[src/rtl/alu_seq_core.sv]
// alu_seq_core: sequential add/sub/shift-add-multiply ALU with ready/valid handshake; ALU_MUL_EN enables the multiplier
module alu_seq_core #(
    parameter int WIDTH       = 32,
    parameter int ADD_LATENCY = 1
) (
    input  logic             i_clk,
    input  logic             i_rst,
    input  logic [WIDTH-1:0] i_alu_a,
    input  logic [WIDTH-1:0] i_alu_b,
    input  logic [1:0]       i_alu_op,
    output logic             o_alu_ready,
    output logic             o_alu_res_valid,
    output logic [WIDTH-1:0] o_alu_result
);
    typedef enum logic [1:0] {IDLE, BUSY, DONE} state_t;
    localparam logic [1:0] OP_NOP = 2'd0;
    localparam logic [1:0] OP_ADD = 2'd1;
    localparam logic [1:0] OP_SUB = 2'd2;
    localparam logic [1:0] OP_MUL = 2'd3;
    localparam int CW = $clog2(WIDTH + 16);
    state_t state, state_nx;
    logic [CW-1:0] cnt, lat;
    logic [WIDTH-1:0] a_r, b_r, res_nx, mul_res;
    logic [1:0] op_r;
    logic accept, last;
    assign o_alu_ready     = state != BUSY;
    assign o_alu_res_valid = state == DONE;
    assign accept          = o_alu_ready && i_alu_op != OP_NOP;
    assign last            = state == BUSY && cnt == CW'(1);
`ifdef ALU_MUL_EN
    logic [WIDTH-1:0] acc, acc_nx;
    assign acc_nx  = acc + (b_r[0] ? a_r : '0);
    assign mul_res = acc_nx;
    assign lat     = i_alu_op == OP_MUL ? CW'(WIDTH) : CW'(ADD_LATENCY);
`else
    assign mul_res = '0;
    assign lat     = CW'(ADD_LATENCY);
`endif
    // next state and final result selection
    always_comb begin
        state_nx = state == BUSY ? (last ? DONE : BUSY) : (accept ? BUSY : IDLE);
        res_nx   = op_r == OP_ADD ? a_r + b_r :
                   op_r == OP_SUB ? a_r - b_r : mul_res;
    end
    // state, operand capture, latency countdown, multiply step and result register
    always_ff @(posedge i_clk) begin
        if (i_rst) begin
            state        <= IDLE;
            cnt          <= '0;
            a_r          <= '0;
            b_r          <= '0;
            op_r         <= OP_NOP;
            o_alu_result <= '0;
`ifdef ALU_MUL_EN
            acc          <= '0;
`endif
        end else begin
            state <= state_nx;
            if (accept) begin
                a_r  <= i_alu_a;
                b_r  <= i_alu_b;
                op_r <= i_alu_op;
                cnt  <= lat;
`ifdef ALU_MUL_EN
                acc  <= '0;
`endif
            end else if (state == BUSY) begin
                cnt <= cnt - CW'(1);
`ifdef ALU_MUL_EN
                if (op_r == OP_MUL) begin
                    acc <= acc_nx;
                    a_r <= a_r << 1;
                    b_r <= b_r >> 1;
                end
`endif
                if (last)
                    o_alu_result <= res_nx;
            end
        end
    end
endmodule

[config.mk]
export PLATFORM = sky130hd
export DESIGN_NAME = alu_seq_core
export DESIGN_NICKNAME = d
export VERILOG_FILES = /design/src/rtl/alu_seq_core.sv
export SDC_FILE = /design/constraint.sdc
export NUM_CORES = 1
export LEC_CHECK = 0
export ABC_CLOCK_PERIOD_IN_PS = 3300
export BUFFER_PORTS_ARGS = -buffer_cell sky130_fd_sc_hd__buf_2
export CORE_ASPECT_RATIO = 1.2
export CORE_MARGIN = 1
export CORE_UTILIZATION = 40
export CTS_CLUSTER_DIAMETER = 40
export DETAILED_ROUTE_END_ITERATION = 10
export PLACE_DENSITY_LB_ADDON = 0.05
export SLEW_MARGIN = 25
export SYNTH_ARGS = -nofsm -noshare
export SYNTH_HDL_FRONTEND = slang
export SYNTH_SLANG_ARGS = --single-unit
[constraint.sdc]
create_clock -name i_clk -period 3.3 [get_ports i_clk]
set_clock_uncertainty 0.2 [all_clocks]
set_input_delay 0.66 -clock i_clk [delete_from_list [all_inputs] [get_ports i_clk]]
set_output_delay 0.66 -clock i_clk [all_outputs]
set_load 0.1 [all_outputs]
==> out/results.ini, run 1 <==
[grt]
grt_antenna_before_repair=0
grt_overflow_total=0
grt_pass1_vias=6826
grt_max_degree=65
grt_pass1_wl_um=35500
grt.total_usage_pct=22.9

[yosys]
syn_inst=1044
synth_ff_type=dfxtp_1
yosysWarnings=0
seq_area_frac_synth_pct=28.0
ys_types=67
ys_seq_elements=106
syn-num-nets=1179
synth_top_cell_by_area=dfxtp_1
synthTopCellsByArea=dfxtp_1 (28%), ha_1 (11%), nand2_1 (8.6%), a21oi_1 (8.4%), nor2_1 (4.8%)
syn_avg_cell_area_sq_um=7.26
netlist_area_sq_um=7580
synth_most_common_cell=nand2_1
synth_edf_count=0
synth_common_cells=nand2_1 (173), a21oi_1 (128), dfxtp_1 (106), nor2_1 (96), ha_1 (65)
async_flop_share_pct=0
yosys.area.top_type_share_pct=28.0

[routing]
firstDrtPassIters=5
routed_via_density=5.33
wl_per_cell_um=15.8
ant_nets=0
drc=0
vias=7414
drt-initial-drc-count=499
wirelength_um=22000

[timing]
period_needed_ns=3.15
slew_headroom_pct=40.1
setup_viol=0
slew_viol_final=0
fin_tns_setup_ns=0
hold_violations=0
holdWs_ns=0.256
fmax_mhz=318
rsz0062_at_grt=false
tightest_slew_ns=0.898
period_share_pct=95.4

[floorplan]
core_region_area_sq_um=18400
die_area_sq_um=19500
chipHeight_um=153
io_pins=102
die_w_um=128
num_rows=54
initial_core_util_pct=41.3

[finish]
fillers=1993
drive_above_1_share_pct=16.9
n_antenna_cell=0
final_cells=1391
nNetsFinal=1269
area_growth_pct=17.0

[cts]
numCtsBuffers=9
htree_levels=3
path_clk_slew_ns=0.08
clk_path_buf_depth=2
cts_sinks=106
insertion_delay_ns=0.36
cts_tree=built
ctsHoldBuffers=0
cts_root_buf=clkbuf_16

[worst_setup_path]
worstPathMaxFanout=3
cp.arrival_ns=3.16
cp-start-kind=register
cp.required_ns=3.32
critPathKind=register to register
endpoint_kind=register
r2r_cells=12

[outcome]
status=complete, no violations

[placement]
routabilityCongestion=0.896
dp_hpwl_um=16800
portBuffers=101
dp_cells=1372

[worst_hold_path]
hp-class=register to register
hold_path_depth=2

[pwr]
power.share.sequential_pct=33.4
powerDensity_nw_per_um2=495
p_sw_share_pct=41.2
intPower_uw=2580
vdd_drop_max_mv=0.257
p_comb_share_pct=42.1
clockPowerShare_pct=24.5
power.switching_uw=1810
leakage_uw=0.00386

[flow_run]
maxCapViolCount=0

-- layout make-up --
cell class                      instances  area [sq um]  area share, %
Inverter                               60           225           2.54
Tap cell                              252           315           3.55
Timing Repair Buffer                  149           881           9.93
Clock buffer                           10           239           2.69
Clock inverter                          6          45.0          0.508
Multi-Input combinational cell        808          5040           56.8
Sequential cell                       106          2120           23.9
-- path summary, 6_finish.rpt --
kind / startpoint / endpoint / slack, ns
hold reg to reg: o_alu_result[6] / o_alu_result[6] / 0.26
hold / removal: o_alu_result[6] / o_alu_result[6] / 0.26
setup reg to reg: a_r[0] / o_alu_result[24] / 0.15
setup / recovery: a_r[0] / o_alu_result[24] / 0.15
-- per-stage QoR --
step | setup slack (ns) | area [sq um] | util [%] | power, uW
2_1_floorplan | 0.234 | 7580 | - | 2830
3_3_place_gp | 0.0776 | 8490 | 46.2 | 3300
3_5_place_dp | 0.0463 | 8490 | 46.2 | 3300
4_1_cts | 0.00669 | 8770 | 47.7 | 4380
5_1_grt | 0.00475 | 8870 | 48.3 | 4660
6_report | 0.152 | 8870 | 48.3 | 4390
-- power groups by stage --
stage               sequential, uW  combinational, uW  clock, uW
floorplan                     1730               1100          0
global placement              1490               1810          0
detailed placement            1500               1800          0
CTS                           1470               1810       1110
global route                  1490               2020       1160
finish                        1470               1850       1080
-- logic make-up (layout without fill, tap and decap cells) --
group	count (synthesis)	count (layout)	synth area share, %
adder cells (fa/ha/maj)	67	67	11.3
AND/OR/NAND/NOR	402	402	23.6
buffers and inverters	130	225	6.83
AO/OA/AOI/OAI	286	286	24.1
flip-flops	106	106	28.0
XOR/XNOR	50	50	5.78
multiplexers	3	3	0.396
-- timing repair --
action,in CTS,in global routing
setup buffers,0,3
hold endpoints to repair,0,0
setup endpoints to repair,0,11
gates resized for setup,0,18
-- sequential cells by signal, indices dropped and copies added (netlist names) --
name,cells
op_r,2
state,2
a_r,32
cnt,6
o_alu_result,32
b_r,32
-- cells in the final DEF, fill, tap and decap left out, types with 16 or more instances in the layout --
cell | netlist | routed
nand2_1 | 173 | 173
a21oi_1 | 128 | 127
dfxtp_1 | 106 | 105
buf_2 | 15 | 100
nor2_1 | 96 | 95
ha_1 | 65 | 63
inv_1 | 59 | 59
buf_4 | 3 | 48
nor3_1 | 41 | 41
xnor2_1 | 38 | 38
o21ai_0 | 28 | 28
nand3_1 | 21 | 21
a221oi_1 | 19 | 19
nand2b_1 | 16 | 16
nor2b_1 | 18 | 16
-- critical path: stages (launching register included) --
cell	delay (ns)
dfxtp_2	0.34
inv_1	0.05
ha_1	0.20
fa_1	0.39
nand2b_1	0.19
a21oi_2	0.22
buf_4	0.15
o31ai_1	0.09
a21oi_1	0.25
o21a_1	0.21
a31oi_1	0.14
a2111oi_2	0.46
a2111oi_2	0.09
-- layer usage --
metal | up-vias | track usage [%] | routed length [um]
li1 | 3807 | - | -
met1 | 3422 | 31.2 | 10800
met2 | 156 | 37.4 | 10200
met3 | 29 | 2.45 | 626
met4 | 0 | 7.90 | 438
met5 | - | 0 | 0
No activity file was read; power rests on OpenSTA's default activity.
==> inputs of run 2 (changes only) <==
- CELL_PAD_IN_SITES_DETAIL_PLACEMENT: not set -> 1
- CELL_PAD_IN_SITES_GLOBAL_PLACEMENT: not set -> 1
==> out/results.ini, run 2 (same netlist as run 1, synthesis figures left out) <==
[timing]
rsz0062_at_grt=true
setup_viol=0  ; unchanged
slew_headroom_pct=40.5  ; +0.39 points
tightest_slew_ns=0.892  ; -0.00588 ns
fmax_mhz=316  ; -0.42%
slew_viol_final=0  ; unchanged
period_share_pct=95.8  ; +0.41 points
fin_tns_setup_ns=0  ; unchanged
period_needed_ns=3.16  ; +0.0134 ns
hold_violations=0  ; unchanged

[worst_setup_path]
worstPathMaxFanout=3  ; unchanged
endpoint_kind=register
crit_top_cell=a2111oi_2
crit-reg2reg-capture=o_alu_result[24]
critPathKind=register to register
cpMaxStageDelayCell=a2111oi_2
reg2reg_slack_ns=0.14  ; about the same
cp-start-kind=register
slowest_delay_ns=0.42  ; -0.04 ns
startpoint=a_r[0]
r2r_cells=12  ; unchanged
cp_cell_sequence=ha_1 > fa_2 > nor2b_1 > buf_4 > o2111ai_1 > a31oi_1 > nand2b_1 > a21bo_2 > a21oi_2 > nor4_1 > a2111oi_2 > a2111oi_2
cp.required_ns=3.34  ; +0.02 ns
cp.arrival_ns=3.20  ; +0.04 ns
reg2reg_from=a_r[0]

[routing]
firstDrtPassIters=5  ; unchanged
drt-initial-drc-count=423  ; -15%
drc=0  ; unchanged
routed_via_density=5.55  ; +4.1%
wl_per_cell_um=17.3  ; +9.3%
vias=7741  ; +4.4%
wirelength_um=24200  ; +9.6%
ant_nets=0  ; unchanged

[cts]
numCtsBuffers=9  ; unchanged
htree_levels=3  ; unchanged
path_clk_slew_ns=0.08  ; about the same
insertion_delay_ns=0.37  ; about the same
cts_root_buf=clkbuf_16
clk_path_buf_depth=2  ; unchanged
cts_sinks=106  ; unchanged
ctsHoldBuffers=0  ; unchanged
cts_tree=built

[finish]
area_growth_pct=17.9
drive_above_1_share_pct=17.7  ; +0.73 points
nNetsFinal=1273  ; +0.32%
top_regs=a_r (32), b_r (32), o_alu_result (32)
n_antenna_cell=0  ; unchanged
final_common_cell=nand2_1
layout_common_cells=nand2_1 (173), a21oi_1 (126), dfxtp_1 (104)
final_cells=1395  ; +0.29%

[pwr]
intPower_uw=2660  ; +3.2%
power.share.sequential_pct=32.4  ; -1.0 points
p_comb_share_pct=41.1  ; -1.0 points
power.switching_uw=1880  ; +3.9%
clockPowerShare_pct=26.5  ; +2.0 points
powerDensity_nw_per_um2=508  ; +2.7%
p_sw_share_pct=41.4  ; +0.17 points
vdd_drop_max_mv=0.259  ; +0.90%
finalPower_uw=4540  ; +3.5%
leakage_uw=0.00388  ; +0.57%

[grt]
grt_overflow_total=0  ; unchanged
grt_max_degree=65  ; unchanged
grt_use_met3_pct=2.66  ; +0.21 points
grtUsageMet1_pct=33.1  ; +1.9 points
grtUsageMet2_pct=42.6  ; +5.2 points
grt.total_usage_pct=25.2  ; +2.3 points
busiest_layer=met2
grt_pass1_wl_um=39300  ; +11%
grt_antenna_before_repair=0  ; unchanged
grt_pass1_vias=7712  ; +13%

[worst_hold_path]
holdPathEnd=o_alu_result[6]
hp-class=register to register
min_from=o_alu_result[6]
hold_path_depth=2  ; unchanged

[floorplan]
chipHeight_um=153  ; unchanged
io_pins=102  ; unchanged
die_w_um=128  ; unchanged
initial_core_util_pct=41.3  ; unchanged
core_region_area_sq_um=18400  ; unchanged
die_area_sq_um=19500  ; unchanged
num_rows=54  ; unchanged

[placement]
portBuffers=101  ; unchanged
dp_hpwl_um=18200  ; +8.3%
routabilityCongestion=0.871  ; -2.7%
dp_cells=1378  ; +0.44%

[flow_run]
maxCapViolCount=0  ; unchanged

[outcome]
status=complete, no violations

[run 2: worst max path at each step]
stage / end / cells after the start
6_report: o_alu_result[24] / 12
5_1_grt: o_alu_result[22] / 12
4_1_cts: o_alu_result[24] / 12
3_5_place_dp: o_alu_result[24] / 12
3_3_place_gp: o_alu_result[19] / 12
2_1_floorplan: o_alu_result[11] / 9
[run 2: area by class of cell]
| class | count | area (sq um) |
|---|---|---|
| Clock inverter | 6 | 81.3 |
| Timing Repair Buffer | 153 | 898 |
| Sequential cell | 106 | 2120 |
| Multi-Input combinational cell | 808 | 5060 |
| Inverter | 60 | 225 |
| Fill cell | 2411 | 9440 |
| Tap cell | 252 | 315 |
| Clock buffer | 10 | 239 |
[run 2: power by group through the flow]
stage / registers (uW) / logic (uW) / clock network [uW]
3_3_place_gp: 1500 / 1810 / 0
4_1_cts: 1470 / 1850 / 1220
3_5_place_dp: 1500 / 1830 / 0
6_report: 1470 / 1870 / 1200
5_1_grt: 1490 / 2040 / 1280
2_1_floorplan: 1730 / 1100 / 0
[run 2: layer usage]
layer,up-vias,share of wire (%)
li1,3819,-
met1,3731,47
met2,150,48
met3,41,2.9
met4,0,2.1
met5,-,0
[run 2: what timing repair did]
| action | 4_1_cts | 5_1_grt |
|---|---|---|
| setup endpoints to repair | 2 | 14 |
| gates resized for setup | 3 | 21 |
| pin swaps | 0 | 2 |
| cloned | 0 | 0 |
| setup buffers | 0 | 1 |
[run 2: critical path, delay by kind of cell (launching register included)]
kind            cells  cell delay (ns)
flops               1             0.33
fa+ha+maj           2             0.59
simple gates        3             0.44
buf+inv             1             0.15
compound gates      6             1.32
[run 2: through the flow]
step	util [%]	worst slack [ns]	area (sq um)	hold WS [ns]
after global routing	48.6	-0.0469	8940	0.292
after detailed placement	46.3	-0.00584	8520	0.257
after global placement	46.3	0.0501	8520	0.256
final	48.6	0.139	8940	0.266
after floorplan	-	0.234	7580	0.249
after CTS	48.2	0.0130	8850	0.269
==> inputs of run 3 (changes only) <==
- CORE_ASPECT_RATIO: 1.2 -> not set
==> out/results.ini, run 3 (same netlist as run 1, synthesis figures left out) <==
[placement]
dpl_cell_area_sq_um=8510  ; about the same
portBuffers=101  ; unchanged
dp_hpwl_um=18700  ; +2.4%
place_ws_ns=-0.0240  ; -0.0181 ns
routabilityCongestion=0.885  ; +1.6%

[worst_setup_path]
endpoint_kind=register
cp-start-kind=register
critPathKind=register to register
cp_cell_sequence=inv_1 > ha_1 > fa_1 > nand2b_1 > a21oi_2 > o41ai_1 > a31oi_1 > nand4_1 > o31ai_2 > xnor2_1 > a221oi_1 > nor3_1
cp.required_ns=3.32  ; -0.02 ns
worstPathMaxFanout=3  ; unchanged
cp.arrival_ns=3.19  ; about the same
slowest_delay_ns=0.42  ; about the same
cpMaxStageDelayCell=fa_1

[floorplan]
num_rows=49  ; -9.3%
core_region_area_sq_um=18300  ; -0.59%
chipHeight_um=140  ; -8.6%
initial_core_util_pct=41.5  ; +0.24 points
die_area_sq_um=19500  ; about the same
die_w_um=140  ; +9.4%
io_pins=102  ; unchanged

[finish]
fin_area_sq_um=8890  ; -0.53%
final_common_cell=nand2_1
fin_util_pct=48.7  ; about the same
area_growth_pct=17.3
top_regs=a_r (32), b_r (32), o_alu_result (32)
n_antenna_cell=0  ; unchanged
drive_above_1_share_pct=17.4  ; -0.26 points
nNetsFinal=1273  ; unchanged
layout_common_cells=nand2_1 (173), a21oi_1 (125), dfxtp_1 (105)

[grt]
grt_antenna_before_repair=0  ; unchanged
grt.total_usage_pct=25.8  ; +0.63 points
grt_max_degree=55  ; -15%
grt_overflow_total=0  ; unchanged
grt_pass1_vias=7695  ; -0.22%
grt_pass1_wl_um=40500  ; +2.9%

[cts]
numCtsBuffers=9  ; unchanged
path_clk_slew_ns=0.08  ; about the same
insertion_delay_ns=0.36  ; about the same
cts_tree=built
clk_path_buf_depth=2  ; unchanged
ctsHoldBuffers=0  ; unchanged
cts_sinks=106  ; unchanged
cts_root_buf=clkbuf_16
htree_levels=3  ; unchanged

[routing]
wirelength_um=24600  ; +1.7%
firstDrtPassIters=5  ; unchanged
vias=7728  ; -0.17%
drt-initial-drc-count=481  ; +14%
drc=0  ; unchanged
met1Wirelength_um=12200  ; +7.7%
met3_length_um=907  ; +31%
ant_nets=0  ; unchanged
routed_via_density=5.63  ; +1.5%
wl_per_cell_um=17.9  ; +3.4%
top_layer_used=met4
route.met2.wl_um=11100  ; -4.4%

[outcome]
status=complete, no violations

[pwr]
clockPowerShare_pct=23.9  ; -2.6 points
p_comb_share_pct=42.9  ; +1.8 points
p_sw_share_pct=41.7  ; +0.37 points
powerDensity_nw_per_um2=500  ; -1.7%
power.switching_uw=1850  ; -1.3%
leakage_uw=0.00387  ; -0.38%
power.share.sequential_pct=33.2  ; +0.8 points
intPower_uw=2590  ; -2.8%
vdd_drop_max_mv=0.292  ; +13%

[flow_run]
maxCapViolCount=0  ; unchanged

[timing]
period_share_pct=96.1  ; +0.29 points
slew_viol_final=0  ; unchanged
tightest_slew_ns=0.963  ; +0.0709 ns
fmax_mhz=315  ; -0.30%
slew_headroom_pct=35.8  ; -4.7 points
rsz0062_at_grt=true
hold_violations=0  ; unchanged
fin_tns_setup_ns=0  ; unchanged
period_needed_ns=3.17  ; +0.00963 ns
setup_viol=0  ; unchanged
fin_ws_ns=0.129  ; -0.00963 ns

[worst_hold_path]
hp-class=register to register

## run 3: changes by cell type in the layout (fill, tap and decap cells not counted), moves of 2 or more
cell,before,now
ha_2,4,1
a2111oi_1,0,2
a211oi_1,18,15
buf_4,53,51
clkbuf_1,0,2
inv_8,3,0
buf_12,0,2
ha_1,61,64
a211oi_2,0,3
## run 3: path summary, 6_finish.rpt
path | endpoint | start | cells past startpoint | slack, ns
worst max register to register | o_alu_result[22] | a_r[0] | 12 | 0.13
worst max-delay path | o_alu_result[22] | a_r[0] | 12 | 0.13
worst min-delay path | b_r[31] | b_r[31] | 2 | 0.28
worst min register to register | b_r[31] | b_r[31] | 2 | 0.28
## run 3: repair_timing
item                       4_1_cts  5_1_grt
cloned                           0        0
gates resized for setup          1       23
setup buffers                    1        0
setup endpoints to repair        4       16
pin swaps                        1        1
## run 3: power by group through the flow
stage               Combinational, uW  Sequential [uW]  Clock (uW)
global route                     2080             1490        1150
floorplan                        1100             1730           0
detailed placement               1860             1500           0
global placement                 1830             1500           0
CTS                              1870             1470        1090
finish                           1910             1470        1060
## run 3: cell type report
cell class	count	area [sq um]
clock inverters	4	33.8
flip-flops and latches	106	2120
inverters	60	225
clock buffers	12	246
well taps	229	287
fillers	2339	9380
repair buffers	153	923
multi-input cells	808	5050
## run 3: worst max-delay path, delay by kind of cell (launching register included)
kind,cells,cell delay (ns)
buffers and inverters,1,0.08
xor gates and xnor gates,1,0.10
DFF,1,0.36
adders and majority gates,2,0.64
AOI/OAI and AO/OA,5,1.15
and+or+nand+nor,3,0.50
## run 3: per-layer routing
layer / up-vias / GRT usage, %
li1: 3821 / -
met1: 3694 / 36.0
met2: 188 / 42.1
met3: 25 / 3.27
met4: 0 / 6.13
met5: - / 0
## run 3: through the flow
step | power [uW] | instances | hold WS, ns
finish | 4440 | 1372 | 0.277
global route | 4720 | 1372 | 0.301
CTS | 4440 | 1372 | 0.282
detailed placement | 3360 | 1355 | 0.271
global placement | 3330 | 1355 | 0.260
floorplan | 2830 | 1044 | 0.249
